===== config.mk =====
export PLATFORM = sky130hd
export DESIGN_NAME = spiram_port_arbiter
export DESIGN_NICKNAME = d
export VERILOG_FILES = /design/src/rtl/spiram_pkg.sv /design/src/rtl/spiram_rr_arbiter.sv /design/src/rtl/spiram_port_arbiter.sv
export SDC_FILE = /design/constraint.sdc
export NUM_CORES = 1
export LEC_CHECK = 0
export CAP_MARGIN = 0
export CORE_MARGIN = 5
export CORE_UTILIZATION = 40
export CTS_CLUSTER_SIZE = 25
export DETAILED_ROUTE_END_ITERATION = 7
export GPL_ROUTABILITY_DRIVEN = 0
export PLACE_DENSITY = 0.7
export SLEW_MARGIN = 20
export SYNTH_ARGS = -nofsm -noshare
export SYNTH_HDL_FRONTEND = slang
export SYNTH_SLANG_ARGS = --single-unit

===== constraint.sdc =====
create_clock -name clk -period 6.9 [get_ports clk]
set_clock_uncertainty 0.05 [all_clocks]
set_input_delay 1.38 -clock clk [delete_from_list [all_inputs] [get_ports clk]]
set_output_delay 1.38 -clock clk [all_outputs]
set_load 0.05 [all_outputs]

===== src/rtl/spiram_pkg.sv =====
// Shared types, constants and lane helpers for the SPI RAM port arbiter.
package spiram_pkg;

  localparam int unsigned LANES      = 4;
  localparam int unsigned LANE_W     = 2;
  localparam int unsigned DATA_W     = 32;
  localparam int unsigned BYTE_W     = 8;
  localparam int unsigned RAM_ADDR_W = 16;
  localparam int unsigned PORTS      = 2;

  typedef enum logic [1:0] {
    IDLE  = 2'd0,
    ISSUE = 2'd1,
    DRAIN = 2'd2,
    DONE  = 2'd3
  } state_t;

  typedef logic op_t;
  localparam op_t OP_RD = 1'b0;
  localparam op_t OP_WR = 1'b1;

  // Request payload captured per port (address is held separately, its width is a parameter).
  typedef struct packed {
    op_t               op;
    logic [DATA_W-1:0] wdata;
    logic [LANES-1:0]  wmask;
  } req_t;

  // Result of a lane search: valid=0 means no lane left.
  typedef struct packed {
    logic              valid;
    logic [LANE_W-1:0] lane;
  } lane_pick_t;

  // Lowest set lane of a byte mask.
  function automatic lane_pick_t lowest_lane(input logic [LANES-1:0] mask);
    lane_pick_t pick;
    pick = '0;
    for (int i = int'(LANES) - 1; i >= 0; i--) begin
      if (mask[i]) begin
        pick.valid = 1'b1;
        pick.lane  = LANE_W'(i);
      end
    end
    return pick;
  endfunction

  // Mask selecting the lanes strictly above the given lane.
  function automatic logic [LANES-1:0] lanes_above(input logic [LANE_W-1:0] lane);
    logic [LANES-1:0] m;
    m = '0;
    for (int i = 0; i < int'(LANES); i++) begin
      m[i] = (i > int'(lane));
    end
    return m;
  endfunction

endpackage


===== src/rtl/spiram_rr_arbiter.sv =====
// Two-requester round-robin arbiter; grant is combinational, pointer moves on grant.
module spiram_rr_arbiter (
  input  logic       clk,
  input  logic       reset,
  input  logic [1:0] req,
  input  logic       grant_en,
  output logic [1:0] gnt
);

  // Port that received the most recent grant; reset value makes port 0 win a tie.
  logic last;

  // One requester wins outright; on a tie the port that was not granted last wins.
  always_comb begin
    gnt = req;
    if (req == 2'b11) begin
      gnt = last ? 2'b01 : 2'b10;
    end
  end

  // Pointer update when the grant is actually taken.
  always_ff @(posedge clk or posedge reset) begin
    if (reset) begin
      last <= 1'b1;
    end else if (grant_en && (|req)) begin
      last <= gnt[1];
    end
  end

endmodule


===== src/rtl/spiram_port_arbiter.sv =====
// Shares one SPI RAM controller between a CPU port (0) and an aux/DMA port (1).
// Masked 32-bit writes become ascending single-byte SPI writes; reads are one 32-bit SPI read.
module spiram_port_arbiter
  import spiram_pkg::*;
#(
  parameter int unsigned ADDR_W  = 14,
  parameter int unsigned TIMEOUT = 64
) (
  input  logic                  clk,
  input  logic                  reset,
  input  logic                  p0_rd,
  input  logic                  p0_wr,
  input  logic [ADDR_W-1:0]     p0_addr,
  input  logic [DATA_W-1:0]     p0_wdata,
  input  logic [LANES-1:0]      p0_wmask,
  output logic                  p0_busy,
  output logic                  p0_ack,
  output logic                  p0_err,
  output logic [DATA_W-1:0]     p0_rdata,
  input  logic                  p1_rd,
  input  logic                  p1_wr,
  input  logic [ADDR_W-1:0]     p1_addr,
  input  logic [DATA_W-1:0]     p1_wdata,
  input  logic [LANES-1:0]      p1_wmask,
  output logic                  p1_busy,
  output logic                  p1_ack,
  output logic                  p1_err,
  output logic [DATA_W-1:0]     p1_rdata,
  output logic                  ram_rd,
  output logic                  ram_wr,
  output logic [RAM_ADDR_W-1:0] ram_addr,
  output logic [BYTE_W-1:0]     ram_wdata,
  input  logic [DATA_W-1:0]     ram_rdata,
  input  logic                  ram_rbusy,
  input  logic                  ram_wbusy
);

  localparam int unsigned      TMR_W   = $clog2(TIMEOUT + 1);
  localparam logic [TMR_W-1:0] TMR_MAX = TMR_W'(TIMEOUT);

  // Per-port request inputs gathered into vectors.
  logic [PORTS-1:0] rd_in;
  logic [PORTS-1:0] wr_in;
  logic [PORTS-1:0] cap;

  // Capture latches and per-port status.
  req_t              req_q  [PORTS];
  logic [ADDR_W-1:0] addr_q [PORTS];
  logic [DATA_W-1:0] rdata_q[PORTS];
  logic [PORTS-1:0]  pend;
  logic [PORTS-1:0]  busy_q;
  logic [PORTS-1:0]  ack_q;
  logic [PORTS-1:0]  err_q;

  // Sequencer state.
  state_t            state;
  state_t            state_n;
  logic              cur;
  logic              nxt_port;
  logic [LANE_W-1:0] lane;
  logic [LANE_W-1:0] lane_n;
  logic [TMR_W-1:0]  tmr;
  logic [TMR_W-1:0]  tmr_n;
  logic              err_flag;
  logic              err_n;
  logic              grant_en;
  logic              cap_rdata;
  logic [1:0]        gnt;
  lane_pick_t        pick;
  req_t              req_sel;
  logic [ADDR_W-1:0] addr_sel;
  logic              ram_busy;
  logic              issue_n;
  logic              done_n;

  assign rd_in    = {p1_rd, p0_rd};
  assign wr_in    = {p1_wr, p0_wr};
  assign cap      = ~busy_q & (rd_in | wr_in);
  assign ram_busy = ram_rbusy | ram_wbusy;

  // The port being served next cycle: the arbiter winner in IDLE, otherwise the current one.
  assign nxt_port = (state == IDLE && (|pend)) ? gnt[1] : cur;
  assign req_sel  = req_q[nxt_port];
  assign addr_sel = addr_q[nxt_port];
  assign issue_n  = (state_n == ISSUE);
  assign done_n   = (state_n == DONE);

  assign p0_busy  = busy_q[0];
  assign p1_busy  = busy_q[1];
  assign p0_ack   = ack_q[0];
  assign p1_ack   = ack_q[1];
  assign p0_err   = err_q[0];
  assign p1_err   = err_q[1];
  assign p0_rdata = rdata_q[0];
  assign p1_rdata = rdata_q[1];

  spiram_rr_arbiter u_rr (
    .clk      (clk),
    .reset    (reset),
    .req      (pend),
    .grant_en (grant_en),
    .gnt      (gnt)
  );

  // Request capture: one op per idle port; read wins over a simultaneous write.
  always_ff @(posedge clk or posedge reset) begin
    if (reset) begin
      for (int i = 0; i < int'(PORTS); i++) begin
        req_q[i]  <= '0;
        addr_q[i] <= '0;
      end
    end else begin
      if (cap[0]) begin
        req_q[0].op    <= p0_rd ? OP_RD : OP_WR;
        req_q[0].wdata <= p0_wdata;
        req_q[0].wmask <= p0_wmask;
        addr_q[0]      <= p0_addr;
      end
      if (cap[1]) begin
        req_q[1].op    <= p1_rd ? OP_RD : OP_WR;
        req_q[1].wdata <= p1_wdata;
        req_q[1].wmask <= p1_wmask;
        addr_q[1]      <= p1_addr;
      end
    end
  end

  // Pending/busy flags: pending until granted, busy until the completion cycle.
  always_ff @(posedge clk or posedge reset) begin
    if (reset) begin
      pend   <= '0;
      busy_q <= '0;
    end else begin
      for (int i = 0; i < int'(PORTS); i++) begin
        if (cap[i]) begin
          pend[i]   <= 1'b1;
          busy_q[i] <= 1'b1;
        end else begin
          if (grant_en && gnt[i]) begin
            pend[i] <= 1'b0;
          end
          if (done_n && (nxt_port == 1'(i))) begin
            busy_q[i] <= 1'b0;
          end
        end
      end
    end
  end

  // State register.
  always_ff @(posedge clk or posedge reset) begin
    if (reset) begin
      state <= IDLE;
    end else begin
      state <= state_n;
    end
  end

  // Next-state logic: grant, lane walk, busy handshake and timeout.
  always_comb begin
    state_n   = state;
    lane_n    = lane;
    tmr_n     = tmr;
    err_n     = err_flag;
    grant_en  = 1'b0;
    cap_rdata = 1'b0;
    pick      = '0;
    unique case (state)
      IDLE: begin
        if (|pend) begin
          grant_en = 1'b1;
          err_n    = 1'b0;
          tmr_n    = '0;
          if (req_sel.op == OP_RD) begin
            lane_n  = '0;
            state_n = ISSUE;
          end else begin
            pick = lowest_lane(req_sel.wmask);
            if (pick.valid) begin
              lane_n  = pick.lane;
              state_n = ISSUE;
            end else begin
              state_n = DONE;
            end
          end
        end
      end
      ISSUE: begin
        if (ram_busy) begin
          state_n = DRAIN;
        end else begin
          tmr_n = (tmr == TMR_MAX) ? tmr : tmr + 1'b1;
          if (tmr_n == TMR_MAX) begin
            err_n   = 1'b1;
            state_n = DONE;
          end
        end
      end
      DRAIN: begin
        if (!ram_busy) begin
          if (req_sel.op == OP_RD) begin
            cap_rdata = 1'b1;
            state_n   = DONE;
          end else begin
            pick = lowest_lane(req_sel.wmask & lanes_above(lane));
            if (pick.valid) begin
              lane_n  = pick.lane;
              tmr_n   = '0;
              state_n = ISSUE;
            end else begin
              state_n = DONE;
            end
          end
        end
      end
      DONE: begin
        state_n = IDLE;
      end
      default: begin
        state_n = IDLE;
      end
    endcase
  end

  // Sequencer datapath and registered controller/port outputs.
  always_ff @(posedge clk or posedge reset) begin
    if (reset) begin
      cur       <= 1'b0;
      lane      <= '0;
      tmr       <= '0;
      err_flag  <= 1'b0;
      ram_rd    <= 1'b0;
      ram_wr    <= 1'b0;
      ram_addr  <= '0;
      ram_wdata <= '0;
      ack_q     <= '0;
      err_q     <= '0;
      for (int i = 0; i < int'(PORTS); i++) begin
        rdata_q[i] <= '0;
      end
    end else begin
      cur      <= nxt_port;
      lane     <= lane_n;
      tmr      <= tmr_n;
      err_flag <= err_n;
      ram_rd   <= issue_n && (req_sel.op == OP_RD);
      ram_wr   <= issue_n && (req_sel.op == OP_WR);
      if (issue_n) begin
        ram_addr  <= RAM_ADDR_W'({addr_sel, lane_n});
        ram_wdata <= (req_sel.op == OP_WR) ? req_sel.wdata[{lane_n, 3'b000} +: BYTE_W] : '0;
      end
      for (int i = 0; i < int'(PORTS); i++) begin
        ack_q[i] <= done_n && (nxt_port == 1'(i));
        err_q[i] <= done_n && (nxt_port == 1'(i)) && err_n;
        if (cap_rdata && (cur == 1'(i))) begin
          rdata_q[i] <= ram_rdata;
        end
      end
    end
  end

endmodule


==> flow_summary_export.csv <==
group,metric,value,unit
yosys,synth_area_leaders,"dfrtp_1, mux2_2, nand2_1, nor2_1, o21ai_0",
yosys,netlist_area,9160,µm²
power_and_ir_drop,clkPwrFrac,19.5,%
setup_path,cp-start-kind,"register",
finish,nNetsFinal,1093,
setup_path,endpoint,"ram_wdata[2]$_DFFE_PP0N_",
clock_network,clk_latency,0.52,ns
clock_network,clock_sinks,214,
setup_path,setup.worst_path.start,"state[0]$_DFF_PP0_",
global_routing,grt_util_all_layers,18.4,%
setup_path,crit_top_cell,"inv_2",
setup_path,crit_type,"register to register",
yosys,synth_top_area_cell,"dfrtp_1",
clock_network,cts_tree,"built",
power_and_ir_drop,internal_power,3860,µW
yosys,syn_nets,861,
setup_path,critical_path.cell_chain,"or2_0, o32ai_4, buf_4, inv_2, o2111ai_1, o211ai_1, nand3b_1, and2_1, inv_2, mux2i_1, a211oi_1, a22o_1",
yosys,synth_compound_area_share,9.27,%
clock_network,cts_root_buf,"clkbuf_16",
yosys,synth-adder-area-share,0.273,%
finish,final_area,12600,µm²
route,drt_wl_total,24.6,mm
place,dp_hpwl,17.4,mm
place,pre_cts_slack,2.33,ns
status,status,"completed",
yosys,synth.mux.area_fraction,21.6,%
global_routing,grt_max_degree,107,
power_and_ir_drop,comb_power_share,46.8,%
floorplanning,die_area,26000,µm²
setup_path,cp_num_buf_inv,3,
yosys,synth.ff_latch_count,214,
sta,relSlewSlack,40.2,%
setup_path,cp.depth,12,
sta,tns,0,ns
floorplanning,num_io_pins,236,
clock_network,cts_max_level,1,
yosys,yosys.area_share.simple,7.75,%
yosys,ys_warn_count,0,
clock_network,cts_made_buffers,24,
sta,finalCritPeriodShare,66.5,%
clock_network,cts_resized,0,
setup_path,worstPathRequired,7.25,ns
yosys,yosysSeqAreaShare,58.5,%
flow_run,drv_cap,0,
yosys,async_flop_share,100,%
sta,setup_violations,0,
place,placed_cell_area,11800,µm²
clock_network,clkTransAtPathRegs,0.06,ns
power_and_ir_drop,cellLeakagePower,0.00529,µW
yosys,yosysUniqueCellTypes,52,
setup_path,r2r_cells,12,
yosys,synth_flop_cell,"dfrtp_1",
sta,holdWs,0.450,ns
sta,rsz0062_at_grt,"false",
finish,drive_above_1_share,24.4,%
global_routing,grt_first_pass_wirelength,38.4,mm
clock_network,hold_buffers,0,
setup_path,path_max_fanout,36,
route,dr.pass1.iters,5,
floorplanning,core,22600,µm²
yosys,synth_edf_count,0,
yosys,synth_top_cell_area_share,58.2,%
setup_path,setup.worst_path.end_class,"register",
route,viasPerCell,5.21,
yosys,synth_common_cells,"dfrtp_1, mux2_2, nand2_1",
setup_path,arrival,4.93,ns
route,wl_per_cell,19.6,µm
route,dr.first_iter.drc_count,428,
sta,layout_setup_ws,2.31,ns
floorplanning,die_w,161,µm
yosys,post-synth-top-count-cell,"dfrtp_1",
global_routing,grt_pass1_vias,6723,
floorplanning,start_util,40.6,%
finish,nFillCells,1958,
sta,fin_crit,4.59,ns
hold_path,hp-class,"register to register",
floorplanning,num_rows,55,
power_and_ir_drop,switchingPower,2770,µW
sta,fmax,0.218,GHz
power_and_ir_drop,p_seq_share,33.7,%
route,num_vias,6540,
route,drtAntennaViolNets,0,
finish,area_growth,37.7,%
yosys,netlist_instances,719,
route,drc_errors,0,
floorplanning,die_h,161,µm
power_and_ir_drop,power,6630,µW
power_and_ir_drop,p_per_area,526,nW/µm²
sta,hold_viol,0,
yosys,synth-xor-area-share,0,%
setup_path,r2r-end,"ram_wdata[2]$_DFFE_PP0N_",
setup_path,slowest_stage,"nand3b_1",
power_and_ir_drop,ir_drop,251,µV
setup_path,cp_top_family,"simple AND/OR/NAND/NOR gates",
clock_network,cts.path.max_buffers,3,
yosys,synth_top_family_by_area,"multiplexers",
setup_path,max_stage_delay,0.58,ns
place,port_buffers,235,
setup_path,r2r-start,"state[0]$_DFF_PP0_",
clock_network,cts_setup_buffers,0,
global_routing,overflow,0,
global_routing,grt_antenna_before_repair,1,
sta,tightestPinTransition,0.897,ns
sta,maxSlewViolCount,0,
setup_path,r2r_setup_slack,2.31,ns
power_and_ir_drop,p_sw_share,41.7,%
yosys,avgSynthCellArea,12.7,µm²
[worst min path at each step]
stage	startpoint	endpoint	slack, ns	depth (start not counted)
6_report	err_flag$_DFF_PP0_	err_flag$_DFF_PP0_	0.45	2
5_1_grt	err_flag$_DFF_PP0_	err_flag$_DFF_PP0_	0.46	2
4_1_cts	err_flag$_DFF_PP0_	err_flag$_DFF_PP0_	0.45	2
3_3_place_gp	err_flag$_DFF_PP0_	err_flag$_DFF_PP0_	0.43	2
3_5_place_dp	err_flag$_DFF_PP0_	err_flag$_DFF_PP0_	0.43	2
2_1_floorplan	err_flag$_DFF_PP0_	err_flag$_DFF_PP0_	0.40	2
[layer usage]
layer  GRT usage [%]  routed length, µm
met1            24.6              10500
met2            30.9              12100
met3            3.65               1400
met4            4.50                543
met5               0                  0
[cells in the final DEF (no fill, tap or decap), types with 4 or more instances in the layout]
master             n
a31oi_1           17
nand2_1           62
nand2b_1           7
o21ai_0           25
nand3_1            7
nand4_1            4
dfrtp_1          213
nor2_1            39
clkbuf_16         24
buf_4              8
inv_1             13
clkbuf_1           5
a211oi_1           9
a21oi_1           21
mux2i_1           12
nor2b_1            5
clkinv_2           7
nor3_1             7
a311oi_1           9
a22o_1             8
a31o_2             8
a311o_1            9
clkdlybuf4s50_1  235
mux2_2           165
[registers in the layout (all words and copies together) (netlist names), 7 cells and up]
| signal | count |
|---|---|
| addr_q | 28 |
| p0_rdata | 32 |
| p1_rdata | 32 |
| ram_addr | 16 |
| ram_wdata | 8 |
| req_q | 74 |
| tmr | 7 |
[worst register-to-register path: cells and delay by family, from the launching register on]
kind / cells / cell delay, ns
AOI/OAI and AO/OA: 5 / 0.97
buffers and inverters: 3 / 1.22
DFF: 1 / 0.47
muxes: 1 / 0.30
and+or+nand+nor: 3 / 1.46
[power groups by stage]
stage	logic (µW)	registers (µW)	clock network [µW]
finish	3100	2230	1290
global route	3310	2300	1370
CTS	3120	2240	1320
detailed placement	3110	2250	0
global placement	3060	2240	0
floorplan	1410	2940	0
[kinds of logic (layout without fill, tap and decap cells)]
family / after synthesis / in the layout
simple gates: 152 / 152
buf+inv: 54 / 304
fa+ha+maj: 2 / 2
other cells: 0 / 1
flops: 214 / 214
mux: 177 / 177
compound gates: 120 / 120
[metrics by stage]
step                util, %  std cells
floorplan                 -        719
global placement       52.3       1210
detailed placement     52.3       1210
CTS                    55.8       1254
global route           55.8       1255
finish                 55.8       1255
[final cells by class]
type                    count  area (µm²)  share of cell area, %
flip-flops and latches    214        5360                   42.5
multi-input cells         451        3600                   28.5
repair buffers            244        2430                   19.3
clock buffers              30         633                   5.02
well taps                 285         357                   2.83
clock inverters            14         165                   1.31
inverters                  16        63.8                  0.506
diodes                      1        2.50                 0.0199
(Power assumes the default switching activity.)
